## src/rtl/spi_master_multi_pkg.sv

```systemverilog
// Shared types for the multi-select SPI master: FSM states and the latched bus mode.
package spi_master_multi_pkg;

  typedef enum logic [2:0] {
    IDLE,
    SETUP,
    XFER,
    HOLD,
    BURST
  } spi_state_e;

  typedef struct packed {
    logic cpol;
    logic cpha;
  } spi_mode_t;

  function automatic int cs_width(input int num_cs);
    return (num_cs > 1) ? $clog2(num_cs) : 1;
  endfunction

endpackage

```

## src/rtl/spi_master_multi_if.sv

```systemverilog
// Word-level request/response bus between a register/DMA front end and the SPI master.
interface spi_master_multi_if
  import spi_master_multi_pkg::*;
#(
  parameter int DATA_W = 8,
  parameter int NUM_CS = 4,
  parameter int DIV_W  = 8
);
  localparam int CS_W = cs_width(NUM_CS);

  logic              tx_valid;
  logic              tx_ready;
  logic [DATA_W-1:0] tx_data;
  logic              tx_last;
  logic [CS_W-1:0]   cs_sel;
  logic              cpol;
  logic              cpha;
  logic [DIV_W-1:0]  clk_div;
  logic              rx_valid;
  logic [DATA_W-1:0] rx_data;
  logic              busy;

  // Front end that issues words
  modport master (
    output tx_valid, tx_data, tx_last, cs_sel, cpol, cpha, clk_div,
    input  tx_ready, rx_valid, rx_data, busy
  );

  // SPI engine that serves them
  modport slave (
    input  tx_valid, tx_data, tx_last, cs_sel, cpol, cpha, clk_div,
    output tx_ready, rx_valid, rx_data, busy
  );
endinterface

```

## src/rtl/spi_master_multi_sclk_gen.sv

```systemverilog
// Half-period timer and registered SCLK; strobes mark the cycle before each SCLK edge.
module spi_sclk_gen #(
  parameter int DIV_W = 8
) (
  input  logic             clk,
  input  logic             rst,
  input  logic             en,
  input  logic             run,
  input  logic             cpol,
  input  logic [DIV_W-1:0] div,
  output logic             sclk,
  output logic             half_stb,
  output logic             lead_stb,
  output logic             trail_stb
);
  logic [DIV_W-1:0] cnt;

  assign half_stb  = en && (cnt == div);
  // SCLK at its idle level means the next toggle is a leading edge
  assign lead_stb  = half_stb && run && (sclk == cpol);
  assign trail_stb = half_stb && run && (sclk != cpol);

  always_ff @(posedge clk or posedge rst) begin
    if (rst) begin
      cnt  <= '0;
      sclk <= 1'b0;
    end else if (!en) begin
      cnt  <= '0;
      sclk <= cpol;
    end else begin
      cnt <= half_stb ? '0 : cnt + 1'b1;
      if (half_stb && run) sclk <= ~sclk;
    end
  end
endmodule

```

## src/rtl/spi_master_multi.sv

```systemverilog
// SPI master with runtime CPOL/CPHA and divider, NUM_CS selects and CS-held bursts.
module spi_master_multi
  import spi_master_multi_pkg::*;
#(
  parameter int DATA_W    = 8,
  parameter int NUM_CS    = 4,
  parameter int DIV_W     = 8,
  parameter bit MSB_FIRST = 1'b1
) (
  input  logic              clk,
  input  logic              rst,
  spi_master_multi_if.slave bus,
  output logic              spi_sclk,
  output logic              spi_mosi,
  input  logic              spi_miso,
  output logic [NUM_CS-1:0] spi_cs_n
);
  localparam int CS_W = cs_width(NUM_CS);
  localparam int EW   = $clog2(2 * DATA_W);
  localparam logic [EW-1:0] E_LAST = EW'(2 * DATA_W - 1);

  spi_state_e        state;
  spi_mode_t         mode;
  logic [DIV_W-1:0]  div_l;
  logic              last_l;
  logic [DATA_W-1:0] tx_sh;
  logic [DATA_W-1:0] rx_sh;
  logic [EW-1:0]     edge_cnt;
  logic              tx_ready_r;
  logic              rx_valid_r;
  logic [DATA_W-1:0] rx_data_r;
  logic              busy_r;

  logic half_stb, lead_stb, trail_stb;
  logic gen_en, gen_run, idle_pol;
  logic accept, acc_cpha, final_edge, sample_stb, drive_stb;
  logic [DATA_W-1:0] rx_next;

  function automatic logic out_bit(input logic [DATA_W-1:0] w);
    return MSB_FIRST ? w[DATA_W-1] : w[0];
  endfunction

  function automatic logic [DATA_W-1:0] shift_out(input logic [DATA_W-1:0] w);
    return MSB_FIRST ? {w[DATA_W-2:0], 1'b0} : {1'b0, w[DATA_W-1:1]};
  endfunction

  function automatic logic [DATA_W-1:0] shift_in(input logic [DATA_W-1:0] w, input logic b);
    return MSB_FIRST ? {w[DATA_W-2:0], b} : {b, w[DATA_W-1:1]};
  endfunction

  // Out-of-range selects decode to no line asserted
  function automatic logic [NUM_CS-1:0] cs_decode(input logic [CS_W-1:0] sel);
    logic [NUM_CS-1:0] d;
    d = '1;
    for (int i = 0; i < NUM_CS; i++) begin
      if (sel == CS_W'(i)) d[i] = 1'b0;
    end
    return d;
  endfunction

  assign gen_en   = (state == SETUP) || (state == XFER) || (state == HOLD);
  assign gen_run  = (state == XFER);
  assign idle_pol = (state == IDLE) ? bus.cpol : mode.cpol;

  spi_sclk_gen #(.DIV_W(DIV_W)) u_sclk_gen (
    .clk       (clk),
    .rst       (rst),
    .en        (gen_en),
    .run       (gen_run),
    .cpol      (idle_pol),
    .div       (div_l),
    .sclk      (spi_sclk),
    .half_stb  (half_stb),
    .lead_stb  (lead_stb),
    .trail_stb (trail_stb)
  );

  assign accept     = tx_ready_r && bus.tx_valid;
  assign acc_cpha   = (state == IDLE) ? bus.cpha : mode.cpha;
  assign final_edge = (edge_cnt == E_LAST);
  assign sample_stb = mode.cpha ? trail_stb : lead_stb;
  assign drive_stb  = mode.cpha ? lead_stb : (trail_stb && !final_edge);
  assign rx_next    = shift_in(rx_sh, spi_miso);

  assign bus.tx_ready = tx_ready_r;
  assign bus.rx_valid = rx_valid_r;
  assign bus.rx_data  = rx_data_r;
  assign bus.busy     = busy_r;

  always_ff @(posedge clk or posedge rst) begin
    if (rst) begin
      state      <= IDLE;
      mode       <= '0;
      div_l      <= '0;
      last_l     <= 1'b0;
      tx_sh      <= '0;
      rx_sh      <= '0;
      edge_cnt   <= '0;
      tx_ready_r <= 1'b0;
      rx_valid_r <= 1'b0;
      rx_data_r  <= '0;
      busy_r     <= 1'b0;
      spi_mosi   <= 1'b0;
      spi_cs_n   <= '1;
    end else begin
      rx_valid_r <= 1'b0;
      case (state)
        IDLE, BURST: begin
          if (accept) begin
            // Mode and select are taken only at the start of a burst
            if (state == IDLE) begin
              mode     <= '{cpol: bus.cpol, cpha: bus.cpha};
              spi_cs_n <= cs_decode(bus.cs_sel);
            end
            div_l    <= bus.clk_div;
            last_l   <= bus.tx_last;
            edge_cnt <= '0;
            if (!acc_cpha) begin
              spi_mosi <= out_bit(bus.tx_data);
              tx_sh    <= shift_out(bus.tx_data);
            end else begin
              tx_sh <= bus.tx_data;
            end
            state      <= SETUP;
            tx_ready_r <= 1'b0;
            busy_r     <= 1'b1;
          end else begin
            tx_ready_r <= 1'b1;
            busy_r     <= (state == BURST);
          end
        end
        SETUP: begin
          if (half_stb) state <= XFER;
        end
        XFER: begin
          if (sample_stb) rx_sh <= rx_next;
          if (drive_stb) begin
            spi_mosi <= out_bit(tx_sh);
            tx_sh    <= shift_out(tx_sh);
          end
          if (half_stb) begin
            edge_cnt <= edge_cnt + 1'b1;
            if (final_edge) begin
              rx_data_r  <= sample_stb ? rx_next : rx_sh;
              rx_valid_r <= 1'b1;
              if (last_l) begin
                state <= HOLD;
              end else begin
                state      <= BURST;
                tx_ready_r <= 1'b1;
              end
            end
          end
        end
        HOLD: begin
          if (half_stb) begin
            state      <= IDLE;
            spi_cs_n   <= '1;
            tx_ready_r <= 1'b1;
            busy_r     <= 1'b0;
          end
        end
        default: begin
          state      <= IDLE;
          spi_cs_n   <= '1;
          tx_ready_r <= 1'b0;
          busy_r     <= 1'b0;
        end
      endcase
    end
  end
endmodule

```

## src/flat_wrapper.sv

```systemverilog
// flat-port wrapper written by rule: the top's interface ports become plain ports
module spi_master_multi_flat import spi_master_multi_pkg::*;
#(
  parameter int DATA_W    = 8,
  parameter int NUM_CS    = 4,
  parameter int DIV_W     = 8,
  parameter bit MSB_FIRST = 1'b1
)
  (clk, rst, spi_sclk, spi_mosi, spi_miso, spi_cs_n, bus_tx_valid, bus_tx_data, bus_tx_last, bus_cs_sel, bus_cpol, bus_cpha, bus_clk_div, bus_tx_ready, bus_rx_valid, bus_rx_data, bus_busy);
  spi_master_multi_if #(.DATA_W(DATA_W), .NUM_CS(NUM_CS), .DIV_W(DIV_W)) bus_i ();
  input  logic clk;
  input  logic rst;
  output logic spi_sclk;
  output logic spi_mosi;
  input  logic spi_miso;
  output logic [NUM_CS-1:0] spi_cs_n;
  input wire logic [$bits(bus_i.tx_valid)-1:0] bus_tx_valid;
  input wire logic [$bits(bus_i.tx_data)-1:0] bus_tx_data;
  input wire logic [$bits(bus_i.tx_last)-1:0] bus_tx_last;
  input wire logic [$bits(bus_i.cs_sel)-1:0] bus_cs_sel;
  input wire logic [$bits(bus_i.cpol)-1:0] bus_cpol;
  input wire logic [$bits(bus_i.cpha)-1:0] bus_cpha;
  input wire logic [$bits(bus_i.clk_div)-1:0] bus_clk_div;
  output wire logic [$bits(bus_i.tx_ready)-1:0] bus_tx_ready;
  output wire logic [$bits(bus_i.rx_valid)-1:0] bus_rx_valid;
  output wire logic [$bits(bus_i.rx_data)-1:0] bus_rx_data;
  output wire logic [$bits(bus_i.busy)-1:0] bus_busy;
  assign bus_i.tx_valid = bus_tx_valid;
  assign bus_i.tx_data = bus_tx_data;
  assign bus_i.tx_last = bus_tx_last;
  assign bus_i.cs_sel = bus_cs_sel;
  assign bus_i.cpol = bus_cpol;
  assign bus_i.cpha = bus_cpha;
  assign bus_i.clk_div = bus_clk_div;
  assign bus_tx_ready = bus_i.tx_ready;
  assign bus_rx_valid = bus_i.rx_valid;
  assign bus_rx_data = bus_i.rx_data;
  assign bus_busy = bus_i.busy;
  spi_master_multi #(.DATA_W(DATA_W), .NUM_CS(NUM_CS), .DIV_W(DIV_W), .MSB_FIRST(MSB_FIRST)) u_core (.clk(clk), .rst(rst), .bus(bus_i), .spi_sclk(spi_sclk), .spi_mosi(spi_mosi), .spi_miso(spi_miso), .spi_cs_n(spi_cs_n));
endmodule
```

## config.mk

```make
export PLATFORM = sky130hd
export DESIGN_NAME = spi_master_multi_flat
export DESIGN_NICKNAME = d
export VERILOG_FILES = /design/src/rtl/spi_master_multi_pkg.sv /design/src/rtl/spi_master_multi_if.sv /design/src/rtl/spi_master_multi_sclk_gen.sv /design/src/rtl/spi_master_multi.sv /design/src/flat_wrapper.sv
export SDC_FILE = /design/constraint.sdc
export NUM_CORES = 1
export LEC_CHECK = 0
export CAP_MARGIN = 15
export CORE_MARGIN = 1.5
export CORE_UTILIZATION = 59
export DETAILED_ROUTE_END_ITERATION = 12
export MAX_ROUTING_LAYER = met4
export PLACE_DENSITY = 0.84
export SLEW_MARGIN = 10
export SYNTH_ARGS = -nofsm -noshare
export SYNTH_HDL_FRONTEND = slang
export SYNTH_SLANG_ARGS = --single-unit
```

## constraint.sdc

```tcl
create_clock -name clk -period 4.3 [get_ports clk]
set_clock_uncertainty 0.1 [all_clocks]
set_input_delay 0.43 -clock clk [delete_from_list [all_inputs] [get_ports clk]]
set_output_delay 0.43 -clock clk [all_outputs]
set_load 0.02 [all_outputs]
```

==> reports/results.txt <==
The run gives 72.9% as the end-of-flow core utilization. Cells with a size suffix above 1 make up 14.5% of the layout. Entering global routing, the biggest net connects 45 pins. The number of synthesized register bits was 59; the area growth from synthesis to final layout was 20.2%. Clock tree synthesis selected as its root buffer the cell sky130_fd_sc_hd__clkbuf_8. The wire length of the first global-routing pass is 11.2 mm, and the count of filler cells inserted in the layout is 387. The routed length per instance was 15.7 um; the power density over the cells was 664 nW/um^2.

The region available for standard cell placement spans 5070 um^2. The worst slew margin relative to its limit is 40.5%, and the effective utilization at floorplan is 60.7%. The run gives 6.72 mm as the total length of routed wires.

The number of failing hold endpoints at the final stage was 0; the global placement routability congestion was 0.830. The clock latency of the later-clocked register in the worst-skew pair was 0.35 ns; the number of enable-type register cells in the synthesized netlist was 0. The run gives 0.399 ns as the worst hold margin.

For the worst setup path, the data required time is 4.48 ns. At the end of the flow, the number of nets in the layout was 380. After synthesis, the netlist uses 49 different library cells. The total global-route track usage was 27.5%.

The number of ports placed on the die boundary came out at 42. Summed over all instances, the cell type with the most area after synthesis is sky130_fd_sc_hd__dfrtp_1. The number of global-route vias before repair came out at 2516. For the final routed database, the setup TNS stands at 0 ns.

The quantity of gates resized following cts came out at 0. Subtracting the final worst setup slack from the clock period gives 2.81 ns. The largest individual stage delay along the critical path comes from the cell sky130_fd_sc_hd__nand3_1. The signal on the critical path passes through nor2_1, nand3_1, o21ai_0, a31oi_1, mux2_2. The max-slew violation count is 0. Setup repair after global routing left no endpoint under its margin.

In this run the horizontal extent of the chip is 75.2 um. The setup path with the least slack is of type register to register. The post-synthesis instance total was 314. In the post-synthesis netlist, the biggest area contributors are sky130_fd_sc_hd__dfrtp_1 (45%), sky130_fd_sc_hd__nand2_1 (7.1%), sky130_fd_sc_hd__mux2_2 (5.9%), sky130_fd_sc_hd__nand3_1 (3.7%), sky130_fd_sc_hd__dfstp_2 (3.4%).

The run gives 1.47 ns as the setup slack after placement. The detail-routed via count per cell came out at 5.87. Across all setup checks in the final design, the least slack found is 1.49 ns. The clock slew at the register clock pins of the worst setup and hold paths was 0.08 ns. The number of hold buffers added after CTS was 0. The buffer levels on the longest clock path was 2; the CTS H-tree depth was 3. For this design the static power due to leakage is 1.61 nW. Of all nets on the critical path, the largest fanout is 21. Counting cells, the worst reg-to-reg path comes to 5. The clock net sink count was 59; the number of nets in the synthesized netlist was 341. Across the run, the number of max-cap violations was 0.

In this run the biggest area consumer among cell types represents 44.7% of the synthesized area. In the routed design, unresolved DRC markers number 0. After clock tree synthesis, the setup repair step added 0 buffers. The detailed router finished its first iteration with 183 violations. The worst hold path depth works out to 2.

The floorplan step defined a die boundary enclosing 5660 um^2. TritonCTS built the clock tree. The number of nets with antenna violations after detailed routing was 0. In this run the vertical extent of the chip is 75.2 um.

The flow ran to the end, and the final reports show no timing, DRC or antenna violations. The repair_antennas step left the layout with diodes totalling 0. The highest cell delay on the worst timing path is 0.65 ns.

The final global-route overflow total was 0. The number of vias in the routed layout was 2513. In this run the worst hold path is classified as register to register. The run gives 0.385 mV as the worst-case vdd ir drop.

The worst path uses 65.3% of the clock period. Number of buffer cells added on primary ports: 41. STA classifies the critical path endpoint as a register. The wire-length estimate of the detail-placed layout is 4.48 mm.

The first detailed-routing pass took 4 iterations. Buffers inserted during clock tree synthesis total 9. The mean area per synthesized cell came out at 9.80 um^2.

The leading register cell type out of synthesis was sky130_fd_sc_hd__dfrtp_1. The data arrival time of the critical path was 2.99 ns. The fraction of synthesis flops using an asynchronous set or reset pin is 100%. After floorplanning, the core was divided into 26 placement rows. Setup violations remaining at the end of the flow were counted as 0. The logs give 0 for the number of antenna violations at the first check in global routing and 3080 um^2 for the area of the mapped netlist. At the pin with the least slew margin, the transition time is 0.891 ns. STA classifies the critical path startpoint as a register. Sequential elements use 48.1% of the synthesized area. During synthesis, Yosys emitted a total of 0 warnings. Derived from the worst setup path, the maximum achievable clock frequency is 0.356 GHz.
## layer usage
layer  part of all wire, %  wire length, um  vias to the layer above  GRT usage (%)
met5                     0                0                        -              -
met4                   2.4              159                        0           14.5
met3                   3.9              262                       17           4.69
met2                    51             3400                       66           44.1
met1                    43             2900                     1231           33.4
li1                      -                -                     1199              -
## cell families after synthesis
kind of cell    Yosys count  share of synthesized area, %
compound gates           60                          13.2
xor+xnor                 15                          4.27
fa+ha+maj                 2                         0.813
buf+inv                  21                          3.58
flops                    59                          48.1
mux                      18                          6.63
simple gates            139                          23.4
## cell usage after synthesis, drive strengths merged, types with 7 or more instances
library cell and n:
clkbuf 7, nand2 58, nand3 23, and3 7, a31oi 10, nor2 20
buf 9, o211ai 14, mux2 16, xnor2 10, nor3b 7, dfrtp 55
o21ai 21
## worst max-delay path: cells and delay by family (launching register included)
kind | cells | cell delay, ns
AND/OR/NAND/NOR | 2 | 1.13
flip-flops | 1 | 0.62
AO/OA/AOI/OAI | 2 | 0.55
multiplexers | 1 | 0.34
## stage by stage
| step | cells | power [W] | area (um^2) |
|---|---|---|---|
| floorplan | 314 | 0.00170 | 3080 |
| global placement | 412 | 0.00191 | 3510 |
| detailed placement | 412 | 0.00195 | 3510 |
| CTS | 428 | 0.00246 | 3700 |
| global route | 428 | 0.00261 | 3700 |
| finish | 428 | 0.00246 | 3700 |
## worst paths after layout
path                       slack [ns]                   startpoint                           endpoint
setup / recovery                 1.49  u_core.state[1]$_DFFE_PP0P_     u_core.spi_cs_n[0]$_DFFE_PP1P_
hold / removal                   0.40  u_core.div_l[3]$_DFFE_PP0P_        u_core.div_l[3]$_DFFE_PP0P_
setup reg to reg                 1.49  u_core.state[1]$_DFFE_PP0P_     u_core.spi_cs_n[0]$_DFFE_PP1P_
hold reg to reg                  0.40  u_core.div_l[3]$_DFFE_PP0P_        u_core.div_l[3]$_DFFE_PP0P_
max in group asynchronous        2.84                          rst     u_core.edge_cnt[1]$_DFFE_PP0P_
min in group asynchronous        0.50                          rst  u_core.bus.rx_data[2]$_DFFE_PP0P_
## registers in the layout (all words and copies together) (netlist names)
| name | flops |
|---|---|
| u_core.mode | 2 |
| u_core.tx_sh | 8 |
| u_core.last_l | 1 |
| u_core.bus.busy | 1 |
| u_core.u_sclk_gen.cnt | 8 |
| u_core.u_sclk_gen.sclk | 1 |
| u_core.edge_cnt | 4 |
| u_core.bus.tx_ready | 1 |
| u_core.state | 3 |
| u_core.rx_sh | 8 |
| u_core.bus.rx_data | 8 |
| u_core.bus.rx_valid | 1 |
| u_core.spi_mosi | 1 |
| u_core.spi_cs_n | 4 |
| u_core.div_l | 8 |
## cell type report
class                           instances  area [um^2]  share of cell area, %
Multi-Input combinational cell        234         1490                   40.2
Tap cell                               70         87.6                   2.37
Timing Repair Buffer                   44          433                   11.7
Inverter                                5         18.8                  0.507
Clock inverter                          5         52.6                   1.42
Clock buffer                           11          141                   3.82
Sequential cell                        59         1480                   40.0
## where the power goes
group          total, W  leakage [nW]  internal (W)  switching (W)
sequential     0.000913         0.764      0.000716       0.000197
combinational   0.00104         0.743      0.000456       0.000583
clock          0.000504        0.0991      0.000280       0.000224
## layout by cell type (no fill, tap or decap), types with 4 or more instances in the layout
master,instances
sky130_fd_sc_hd__dfrtp_1,55
sky130_fd_sc_hd__xnor2_1,10
sky130_fd_sc_hd__nand3_1,23
sky130_fd_sc_hd__clkbuf_8,10
sky130_fd_sc_hd__nor2_1,20
sky130_fd_sc_hd__o21ai_0,19
sky130_fd_sc_hd__o211ai_1,14
sky130_fd_sc_hd__nor3b_1,7
sky130_fd_sc_hd__clkdlybuf4s50_1,41
sky130_fd_sc_hd__and3_1,7
sky130_fd_sc_hd__nand2_1,58
sky130_fd_sc_hd__inv_1,4
sky130_fd_sc_hd__a21oi_1,6
sky130_fd_sc_hd__xor2_1,5
sky130_fd_sc_hd__a31oi_1,10
sky130_fd_sc_hd__mux2_2,16
sky130_fd_sc_hd__dfstp_2,4
(Power assumes the default switching activity.)
